===== src/rtl/mac_pkg.sv =====
// Shared helpers for the multi-lane MAC engine.
//   clog2     : ceiling log2 used for adder-tree growth bits
//   calc_pw   : per-lane product width (AW+BW)
//   calc_sw   : adder-tree sum width (PW + clog2(LANES))
//   acc_max   : largest representable accumulator value for ACCW/SIGNED
//   acc_min   : smallest representable accumulator value for ACCW/SIGNED
// The bound functions return a MAXW-wide pattern; callers cast it down
// to ACCW bits.
package mac_pkg;

  localparam int MAXW = 128;

  function automatic int clog2(input int v);
    int r;
    r = 0;
    while ((1 << r) < v) r++;
    return r;
  endfunction

  function automatic int calc_pw(input int aw, input int bw);
    return aw + bw;
  endfunction

  function automatic int calc_sw(input int aw, input int bw, input int lanes);
    return aw + bw + clog2(lanes);
  endfunction

  function automatic logic [MAXW-1:0] acc_max(input int accw, input int sgn);
    logic [MAXW-1:0] ones;
    ones = '1;
    return ones >> (MAXW - accw + ((sgn != 0) ? 1 : 0));
  endfunction

  function automatic logic [MAXW-1:0] acc_min(input int accw, input int sgn);
    logic [MAXW-1:0] one;
    one = MAXW'(1);
    return (sgn != 0) ? (one << (accw - 1)) : '0;
  endfunction

endpackage


===== src/rtl/mac_vector_unit_adder_tree.sv =====
// mac_adder_tree: registered reduction of LANES products into one sum.
// Ports:
//   clk    : rising-edge clock
//   i_adv  : pipeline advance; the sum register holds when low
//   i_prod : LANES packed products, lane i at [i*PW +: PW]
//   o_sum  : registered sum, PW+clog2(LANES) bits
// Products are sign- or zero-extended to the sum width before adding, so
// the sum cannot overflow. The sum is pure data and carries no reset; its
// validity travels alongside in the parent.
module mac_adder_tree
  import mac_pkg::*;
#(
  parameter int LANES  = 4,
  parameter int PW     = 32,
  parameter int SIGNED = 0
) (
  input  logic                            clk,
  input  logic                            i_adv,
  input  logic [LANES*PW-1:0]             i_prod,
  output logic [PW+clog2(LANES)-1:0]      o_sum
);

  localparam int SW = PW + clog2(LANES);

  logic [SW-1:0]        w_sum;
  logic [PW-1:0]        w_p;
  logic signed [PW-1:0] w_ps;

  always_comb begin
    w_sum = '0;
    w_p   = '0;
    w_ps  = '0;
    for (int i = 0; i < LANES; i++) begin
      w_p  = i_prod[i*PW +: PW];
      w_ps = signed'(w_p);
      if (SIGNED != 0) w_sum = w_sum + SW'(w_ps);
      else             w_sum = w_sum + SW'(w_p);
    end
  end

  // ---- stage p2: reduced sum ----
  always_ff @(posedge clk) begin
    if (i_adv) o_sum <= w_sum;
  end

endmodule


===== src/rtl/mac_vector_unit.sv =====
// mac_vector_unit: multi-lane pipelined multiply-accumulate engine.
// Ports:
//   clk, rst_n          : clock, asynchronous active-low reset
//   en                  : global enable; low freezes every register
//   in_valid/in_ready   : input beat handshake
//   in_first/in_last    : packet framing (restart accumulator / emit result)
//   a, b                : LANES packed operands, lane i at [i*AW]/[i*BW]
//   out_valid/out_ready : result handshake
//   out_acc, out_ovf    : packet result and sticky overflow flag
// Pipeline: p1 registers lane products, p2 registers the adder-tree sum,
// p3 updates the accumulator and, on a last beat, the output register.
// The whole pipe stalls together whenever a held result blocks the output.
module mac_vector_unit
  import mac_pkg::*;
#(
  parameter int AW       = 16,
  parameter int BW       = 16,
  parameter int ACCW     = 40,
  parameter int LANES    = 4,
  parameter int SIGNED   = 0,
  parameter int SATURATE = 1
) (
  input  logic                  clk,
  input  logic                  rst_n,
  input  logic                  en,
  input  logic                  in_valid,
  output logic                  in_ready,
  input  logic                  in_first,
  input  logic                  in_last,
  input  logic [LANES*AW-1:0]   a,
  input  logic [LANES*BW-1:0]   b,
  output logic                  out_valid,
  input  logic                  out_ready,
  output logic [ACCW-1:0]       out_acc,
  output logic                  out_ovf
);

  localparam int PW = calc_pw(AW, BW);
  localparam int SW = calc_sw(AW, BW, LANES);
  localparam logic [ACCW-1:0] SAT_MAX = ACCW'(acc_max(ACCW, SIGNED));
  localparam logic [ACCW-1:0] SAT_MIN = ACCW'(acc_min(ACCW, SIGNED));

  // Returns {overflow, result} for an ACCW+1-bit raw sum. Signed overflow
  // shows as disagreement between the two top bits; unsigned operands are
  // never negative, so only the carry bit matters.
  function automatic logic [ACCW:0] sat_acc(input logic [ACCW:0] x);
    logic ovf;
    ovf = (SIGNED != 0) ? (x[ACCW] ^ x[ACCW-1]) : x[ACCW];
    if (!ovf)                          sat_acc = {1'b0, x[ACCW-1:0]};
    else if (SATURATE == 0)            sat_acc = {1'b1, x[ACCW-1:0]};
    else if (SIGNED != 0 && x[ACCW])   sat_acc = {1'b1, SAT_MIN};
    else                               sat_acc = {1'b1, SAT_MAX};
  endfunction

  logic                  w_adv;
  logic [LANES*PW-1:0]   w_prod;
  logic signed [PW-1:0]  w_sa, w_sb;
  logic [PW-1:0]         w_ua, w_ub;

  logic [LANES*PW-1:0]   r_prod_p1;
  logic                  r_vld_p1, r_first_p1, r_last_p1;
  logic [SW-1:0]         w_sum_p2;
  logic                  r_vld_p2, r_first_p2, r_last_p2;

  logic [ACCW-1:0]       r_acc;
  logic                  r_sticky;
  logic                  r_out_valid;
  logic [ACCW-1:0]       r_out_acc;
  logic                  r_out_ovf;

  logic [ACCW-1:0]       w_base;
  logic signed [ACCW-1:0] w_base_s;
  logic signed [SW-1:0]  w_sum_s;
  logic [ACCW:0]         w_base_x, w_sum_x, w_raw, w_sat;
  logic [ACCW-1:0]       w_acc_next;
  logic                  w_ovf, w_sticky_next;

  assign w_adv     = en && (!r_out_valid || out_ready);
  // Gated with rst_n so the port reads 0 throughout reset even with en=1.
  assign in_ready  = w_adv && rst_n;
  assign out_valid = r_out_valid;
  assign out_acc   = r_out_acc;
  assign out_ovf   = r_out_ovf;

  // Lanes are extended to the full product width before multiplying so the
  // product is computed at PW bits, not at the operand width.
  always_comb begin
    w_prod = '0;
    w_sa   = '0;
    w_sb   = '0;
    w_ua   = '0;
    w_ub   = '0;
    for (int i = 0; i < LANES; i++) begin
      w_sa = PW'($signed(a[i*AW +: AW]));
      w_sb = PW'($signed(b[i*BW +: BW]));
      w_ua = PW'(a[i*AW +: AW]);
      w_ub = PW'(b[i*BW +: BW]);
      if (SIGNED != 0) w_prod[i*PW +: PW] = w_sa * w_sb;
      else             w_prod[i*PW +: PW] = w_ua * w_ub;
    end
  end

  // ---- stage p1: lane products ----
  always_ff @(posedge clk) begin
    if (w_adv) r_prod_p1 <= w_prod;
  end

  // ---- stage p2: adder tree ----
  mac_adder_tree #(
    .LANES  (LANES),
    .PW     (PW),
    .SIGNED (SIGNED)
  ) u_tree (
    .clk    (clk),
    .i_adv  (w_adv),
    .i_prod (r_prod_p1),
    .o_sum  (w_sum_p2)
  );

  // ---- stage p3: accumulate at ACCW+1 bits, then saturate or wrap ----
  always_comb begin
    w_base   = r_first_p2 ? '0 : r_acc;
    w_base_s = signed'(w_base);
    w_sum_s  = signed'(w_sum_p2);
    if (SIGNED != 0) begin
      w_base_x = (ACCW+1)'(w_base_s);
      w_sum_x  = (ACCW+1)'(w_sum_s);
    end else begin
      w_base_x = (ACCW+1)'(w_base);
      w_sum_x  = (ACCW+1)'(w_sum_p2);
    end
    w_raw         = w_base_x + w_sum_x;
    w_sat         = sat_acc(w_raw);
    w_acc_next    = w_sat[ACCW-1:0];
    w_ovf         = w_sat[ACCW];
    w_sticky_next = (r_first_p2 ? 1'b0 : r_sticky) | w_ovf;
  end

  always_ff @(posedge clk or negedge rst_n) begin
    if (!rst_n) begin
      r_vld_p1    <= 1'b0;
      r_first_p1  <= 1'b0;
      r_last_p1   <= 1'b0;
      r_vld_p2    <= 1'b0;
      r_first_p2  <= 1'b0;
      r_last_p2   <= 1'b0;
      r_acc       <= '0;
      r_sticky    <= 1'b0;
      r_out_valid <= 1'b0;
      r_out_acc   <= '0;
      r_out_ovf   <= 1'b0;
    end else if (w_adv) begin
      r_vld_p1   <= in_valid;
      r_first_p1 <= in_first;
      r_last_p1  <= in_last;
      r_vld_p2   <= r_vld_p1;
      r_first_p2 <= r_first_p1;
      r_last_p2  <= r_last_p1;
      if (r_vld_p2) begin
        r_acc    <= w_acc_next;
        r_sticky <= w_sticky_next;
      end
      // A new result may load on the same edge the old one is consumed.
      if (r_vld_p2 && r_last_p2) begin
        r_out_valid <= 1'b1;
        r_out_acc   <= w_acc_next;
        r_out_ovf   <= w_sticky_next;
      end else if (r_out_valid) begin
        r_out_valid <= 1'b0;
      end
    end
  end

endmodule


===== config.mk =====
export PLATFORM = sky130hd
export DESIGN_NAME = mac_vector_unit
export DESIGN_NICKNAME = d
export VERILOG_FILES = /design/src/rtl/mac_pkg.sv /design/src/rtl/mac_vector_unit_adder_tree.sv /design/src/rtl/mac_vector_unit.sv
export SDC_FILE = /design/constraint.sdc
export NUM_CORES = 2
export LEC_CHECK = 0
export CORE_MARGIN = 5
export CORE_UTILIZATION = 60
export CTS_CLUSTER_DIAMETER = 100
export DETAILED_ROUTE_END_ITERATION = 8
export MAX_ROUTING_LAYER = met4
export PLACE_DENSITY = 0.9
export SYNTH_ARGS = -nofsm -noshare
export SYNTH_HDL_FRONTEND = slang
export SYNTH_SLANG_ARGS = --single-unit

===== constraint.sdc =====
create_clock -name clk -period 15.5 [get_ports clk]
set_input_delay 3.1 -clock clk [delete_from_list [all_inputs] [get_ports clk]]
set_output_delay 3.1 -clock clk [all_outputs]
set_load 0.01 [all_outputs]

# ---- Word-level counts from Yosys, hierarchy flattened
# Index checks and enable logic that the tools add are counted.
dict set report classes {
  n_addsub 4
  n_mul 4
  n_mux 4
  bitwise_logic 1
  n_reduce_logical 7
}
# op count
set op_table {}
lappend op_table {{$mul 16x16->32} 4}
lappend op_table {{$add 34x32->34} 2}
lappend op_table {{$add 40x34->41} 1}
lappend op_table {{$mux 41} 1}
lappend op_table {{$mux 40} 1}
lappend op_table {{$add 32x32->33} 1}
lappend op_table {{$reduce_and 2->1} 2}
lappend op_table {{$logic_and 1x1->1} 3}
lappend op_table {{$mux 1} 2}
lappend op_table {{$logic_not 1->1} 1}
lappend op_table {{$logic_or 1x1->1} 1}
lappend op_table {{$or 1x1->1} 1}
dict set report totals {
  register_bits 251
  input_bits 135
  output_inout_bits 43
  word_cells 33
}

# ---- Longest topological paths before layout
dict set report logic_depth {
  depth_word 4
  depth_mapped 24
  mapped_depth_nobuf 24
}

# ---- Cells and area by module
# Synthesis repeated with hierarchy kept, for this count alone.
dict set report hier_totals {
  hier_cells 5113
  area_unflattened_um2 47529.3
}
# mod n_inst cells_per_inst area_each_um2 seq_area_each_um2
set modules_own_cells {}
lappend modules_own_cells {mac_vector_unit 1 4603 42806.1 6070.8}
lappend modules_own_cells {mac_adder_tree 1 510 4723.3 1021.0}

# ---- Worst setup path after synthesis
# No wires, ideal clock.
dict set report synth_timing {
  path_type {input -> output}
  startpoint {input en}
  endpoint {output in_ready}
  arrival_ns 8.532
  required_ns 12.400
  path_slack_ns 3.868
  stages 4
  path_buffers 1
  path_cell_list {o21ai_0 -> inv_1 -> clkbuf_1 -> and2_1}
}
dict set report synth_between {
  elab_chain_len 2
}
# element line
set synth_lines {}
lappend synth_lines {{start, declared} mac_vector_unit.sv:25} ;# input logic en,
lappend synth_lines {{$logic_and 1x1->1} mac_vector_unit.sv:78} ;# assign w_adv = en && (!r_out_valid || out_ready);
lappend synth_lines {{net u_tree.i_adv} mac_vector_unit_adder_tree.sv:18} ;# input logic i_adv,
lappend synth_lines {{$logic_and 1x1->1} mac_vector_unit.sv:80} ;# assign in_ready = w_adv && rst_n;
lappend synth_lines {{end, declared} mac_vector_unit.sv:27} ;# output logic in_ready,
# The timed path passes the listed nets, and every way through them passes these cells.

# ---- Final worst setup path
dict set report layout_timing {
  startpoint {input a[8]}
  endpoint {register r_prod_p1[30] (data pin)}
}
dict set report layout_between {
  elab_chain_len 1
}
# element line
set layout_lines {}
lappend layout_lines {{start, declared} mac_vector_unit.sv:30} ;# input logic [LANES*AW-1:0] a,
lappend layout_lines {{$mul 16x16->32} mac_vector_unit.sv:99} ;# else w_prod[i*PW +: PW] = w_ua * w_ub;
lappend layout_lines {{net w_prod[30]} mac_vector_unit.sv:56} ;# logic [LANES*PW-1:0] w_prod;
lappend layout_lines {{end signal, assigned} mac_vector_unit.sv:105} ;# if (w_adv) r_prod_p1 <= w_prod;
lappend layout_lines {{end, declared} mac_vector_unit.sv:60} ;# logic [LANES*PW-1:0] r_prod_p1;
# The timed path passes the listed nets, and every way through them passes these cells.
# A chain may end at the register's enable or synchronous reset.

==> summary.txt <==
Clock network
  • Hold Buf Count CTS: 0
  • Postcts setup bufs: 0
  • CTS Buf Count: 24
  • Worst-Skew Late Latency: roughly 0.57 ns
  • Max clock buf depth: 3
  • Post_cts resized: 0
  • Clock slew at reported path FFs: about 0.07 ns
  • CTS root buf: clkbuf_16
  • # H-tree levels: 1
  • CTS tree: yes
  • CTS Sinks: roughly 250

Route
  • DRC violations left: 0
  • Detailed Route WL: around 120000 µm
  • First-pass detailed-route iteration total: 6
  • Avg WL per Cell: roughly 18 µm
  • Via count: 36600
  • Post-route ant nets: 0
  • Drt first-iter violations: 2691
  • Vias/cell: between 5 and 6

Worst setup path
  • CP max-delay cell: clkdlybuf4s50_1
  • Required @ worst endpoint: 15.78 ns
  • RR Startpoint: r_prod_p1[32]$_DFFE_PP_
  • Slack of the worst reg-to-reg path: 9.52 ns
  • CP Launch Type: input port
  • Top cell by count, worst path: fa_1
  • CP arrival: around 10 ns
  • Crit-path max cell delay: a little over 0.9 ns
  • Setup crit end kind: register
  • Setup CP Type: input port to register
  • Critical path cell sequence: clkdlybuf4s50_1 -> nand2_1 -> fa_1 -> inv_1 -> fa_1 -> fa_1 -> fa_1 -> fa_1 -> inv_1 -> fa_1 -> inv_1 -> ha_1 -> a21oi_1 -> o21ai_0 -> and2_1 -> or3_1 -> o221ai_1 -> a41oi_1 -> a21boi_0 -> nor4_1 -> or3_1
  • Critical Path Fanout Max: 16
  • RR Endpoint: u_tree.o_sum[31]$_DFFE_PP_
  • Reg2Reg Depth: 23

Logic synthesis
  • Async set-reset flop share out of synthesis: 0.355
  • Syn Inst Count: about 5200
  • Post-synth top flop: edfxtp_1
  • Number of synthesized flops with an enable pin: ~160
  • Synth Warn #: 0
  • Syn_nets: 6709
  • FF+latch count, synth: 251
  • Synthesized cell area: between 0.04 and 0.05 mm²
  • Yosys cell types: 75
  • Post-synthesis sequential area ratio: 0.148
  • Synth Area per Inst: 9.16 µm²

STA
  • Actual slew at the worst max-slew pin: approximately 1 ns
  • Final Setup Violations: 0
  • Worst Skew: between 0.03 and 0.04 ns
  • Final hold vios: 0
  • Max_slew headroom: 0.348
  • Final period utilization: 0.627
  • FMAX: just over 100 MHz
  • Setup repair after global routing missed its margin: no
  • Min Tclk post-route: just under 10 ns
  • Final TNS setup: 0 ns
  • Max Slew Vio Count: 0
  • Hold slack: about 0.47 ns

Status
  • Status: finished clean

Place
  • Final GP Congestion: roughly 0.94
  • Placed wire-length estimate: around 95000 µm
  • Input/output buffers: between 150 and 200

Flow run
  • MaxCap Viol Count: 0

GRT
  • Vias in the first global route: approximately 40000
  • Antenna violations before repair: 0
  • First-pass GRT wire length: just under 200000 µm
  • Largest net degree at the start of global routing: 95
  • Remaining Overflow, GRT: 0
  • All-Layer GR Usage: 0.285

Die
  • Die Area: approximately 0.086 mm²
  • I/O Pins: around 180
  • Core Area: between 0.07 and 0.08 mm²
  • Rows: roughly 100
  • Chip width: a little under 300 µm
  • Initial Util: 0.606
  • Die span in y: 293 µm

Cells and area
  • Core Util, Final: 0.648
  • Commonest non-fill, non-tap cell in the layout: inv_1
  • Layout Nets: just under 7000
  • Most frequent cells in the layout: 1077 x inv_1, 811 x fa_1, 686 x nand2_1
  • Area growth, synth to finish: 6.89%
  • Layout cells sized above 1: 0.0177

Min path
  • Worst min-delay path startpoint: r_last_p1$_DFFE_PN0P_
  • Hold Path End: r_last_p2$_DFFE_PN0P_
  • HP Class: register to register
  • Hold depth: 2
layer usage:
metal	global-route usage	part of all wire
met1	0.350	0.38
met2	0.488	0.50
met3	0.0312	0.068
met4	0.113	0.047
met5	-	0
state kept, by name, summed over array words and instances (netlist names):
name	flops
r_vld_p1	1
r_acc	40
out_acc	40
r_first_p2	1
r_first_p1	1
r_last_p1	1
out_valid	1
u_tree.o_sum	34
r_vld_p2	1
r_sticky	1
out_ovf	1
r_prod_p1	128
r_last_p2	1
stage by stage:
| stage | setup WS (ns) | instance area (µm²) | instances |
|---|---|---|---|
| floorplan | 3.87 | 48100 | 5249 |
| global placement | 5.49 | 50600 | 6321 |
| detailed placement | 5.30 | 50600 | 6321 |
| CTS | 5.87 | 51400 | 6365 |
| global route | 5.43 | 51400 | 6365 |
| finish | 5.79 | 51400 | 6366 |
synth_stat cells, drive strengths merged, types with 6 or more instances:
cell type,count,area (µm²)
o211ai,15,118
or2,12,75.1
nor4,9,56.3
dfrtp,89,2230
and2,489,3060
edfxtp,162,4860
o21a,28,210
nand2b,25,156
o21ai,138,694
a211o,8,70.1
nand4,18,113
o21bai,21,158
nor2b,55,344
a31oi,47,294
a21oi,166,831
and4,7,63.8
fa,811,16200
or3,13,81.3
o31ai,12,90.1
or4,6,45.0
nor2,175,657
nand3,36,180
and3,23,144
a21boi,12,90.1
a211oi,22,165
clkbuf,163,612
a31o,9,78.8
xor2,59,517
ha,514,6430
a21o,91,683
nor3,38,190
xnor2,126,1100
nand2,687,2580
inv,1078,4050
worst max-delay path: cells and delay by family:
kind            cells  cell delay, ns
compound gates      5            1.23
fa+ha+maj           7            3.43
buf+inv             4            1.08
simple gates        5            1.14
area by class of cell:
type	instances	area, µm²
inverter	1079	4060
multi-input combinational	3753	36300
clock buffer	25	604
fill	6097	27900
tap	1050	1310
clock inverter	19	160
antenna	1	2.50
timing repair buffer	188	1850
sequential	251	7090
how the worst max path moves through the flow:
stage | start | endpoint | slack (ns)
2_1_floorplan | en | in_ready | 3.87
3_3_place_gp | a[10] | r_prod_p1[30]$_DFFE_PP_ | 5.49
3_5_place_dp | a[8] | r_prod_p1[30]$_DFFE_PP_ | 5.30
4_1_cts | a[8] | r_prod_p1[30]$_DFFE_PP_ | 5.87
5_1_grt | a[8] | r_prod_p1[30]$_DFFE_PP_ | 5.43
6_report | a[8] | r_prod_p1[30]$_DFFE_PP_ | 5.79
kinds of logic (layout without fill, tap and decap cells):
kind of cell	count (synthesis)	in the layout	share of synthesized area
AO/OA/AOI/OAI	625	625	0.0840
XOR/XNOR	185	185	0.0337
adder cells (fa/ha/maj)	1325	1325	0.472
buffers and inverters	1245	1311	0.0973
flip-flops	251	251	0.148
multiplexers	7	7	0.00159
other	0	1	0
AND/OR/NAND/NOR	1611	1611	0.164
Power is not shown: default switching activity piles up to over one toggle a cycle in this logic, so the estimate is an artifact.
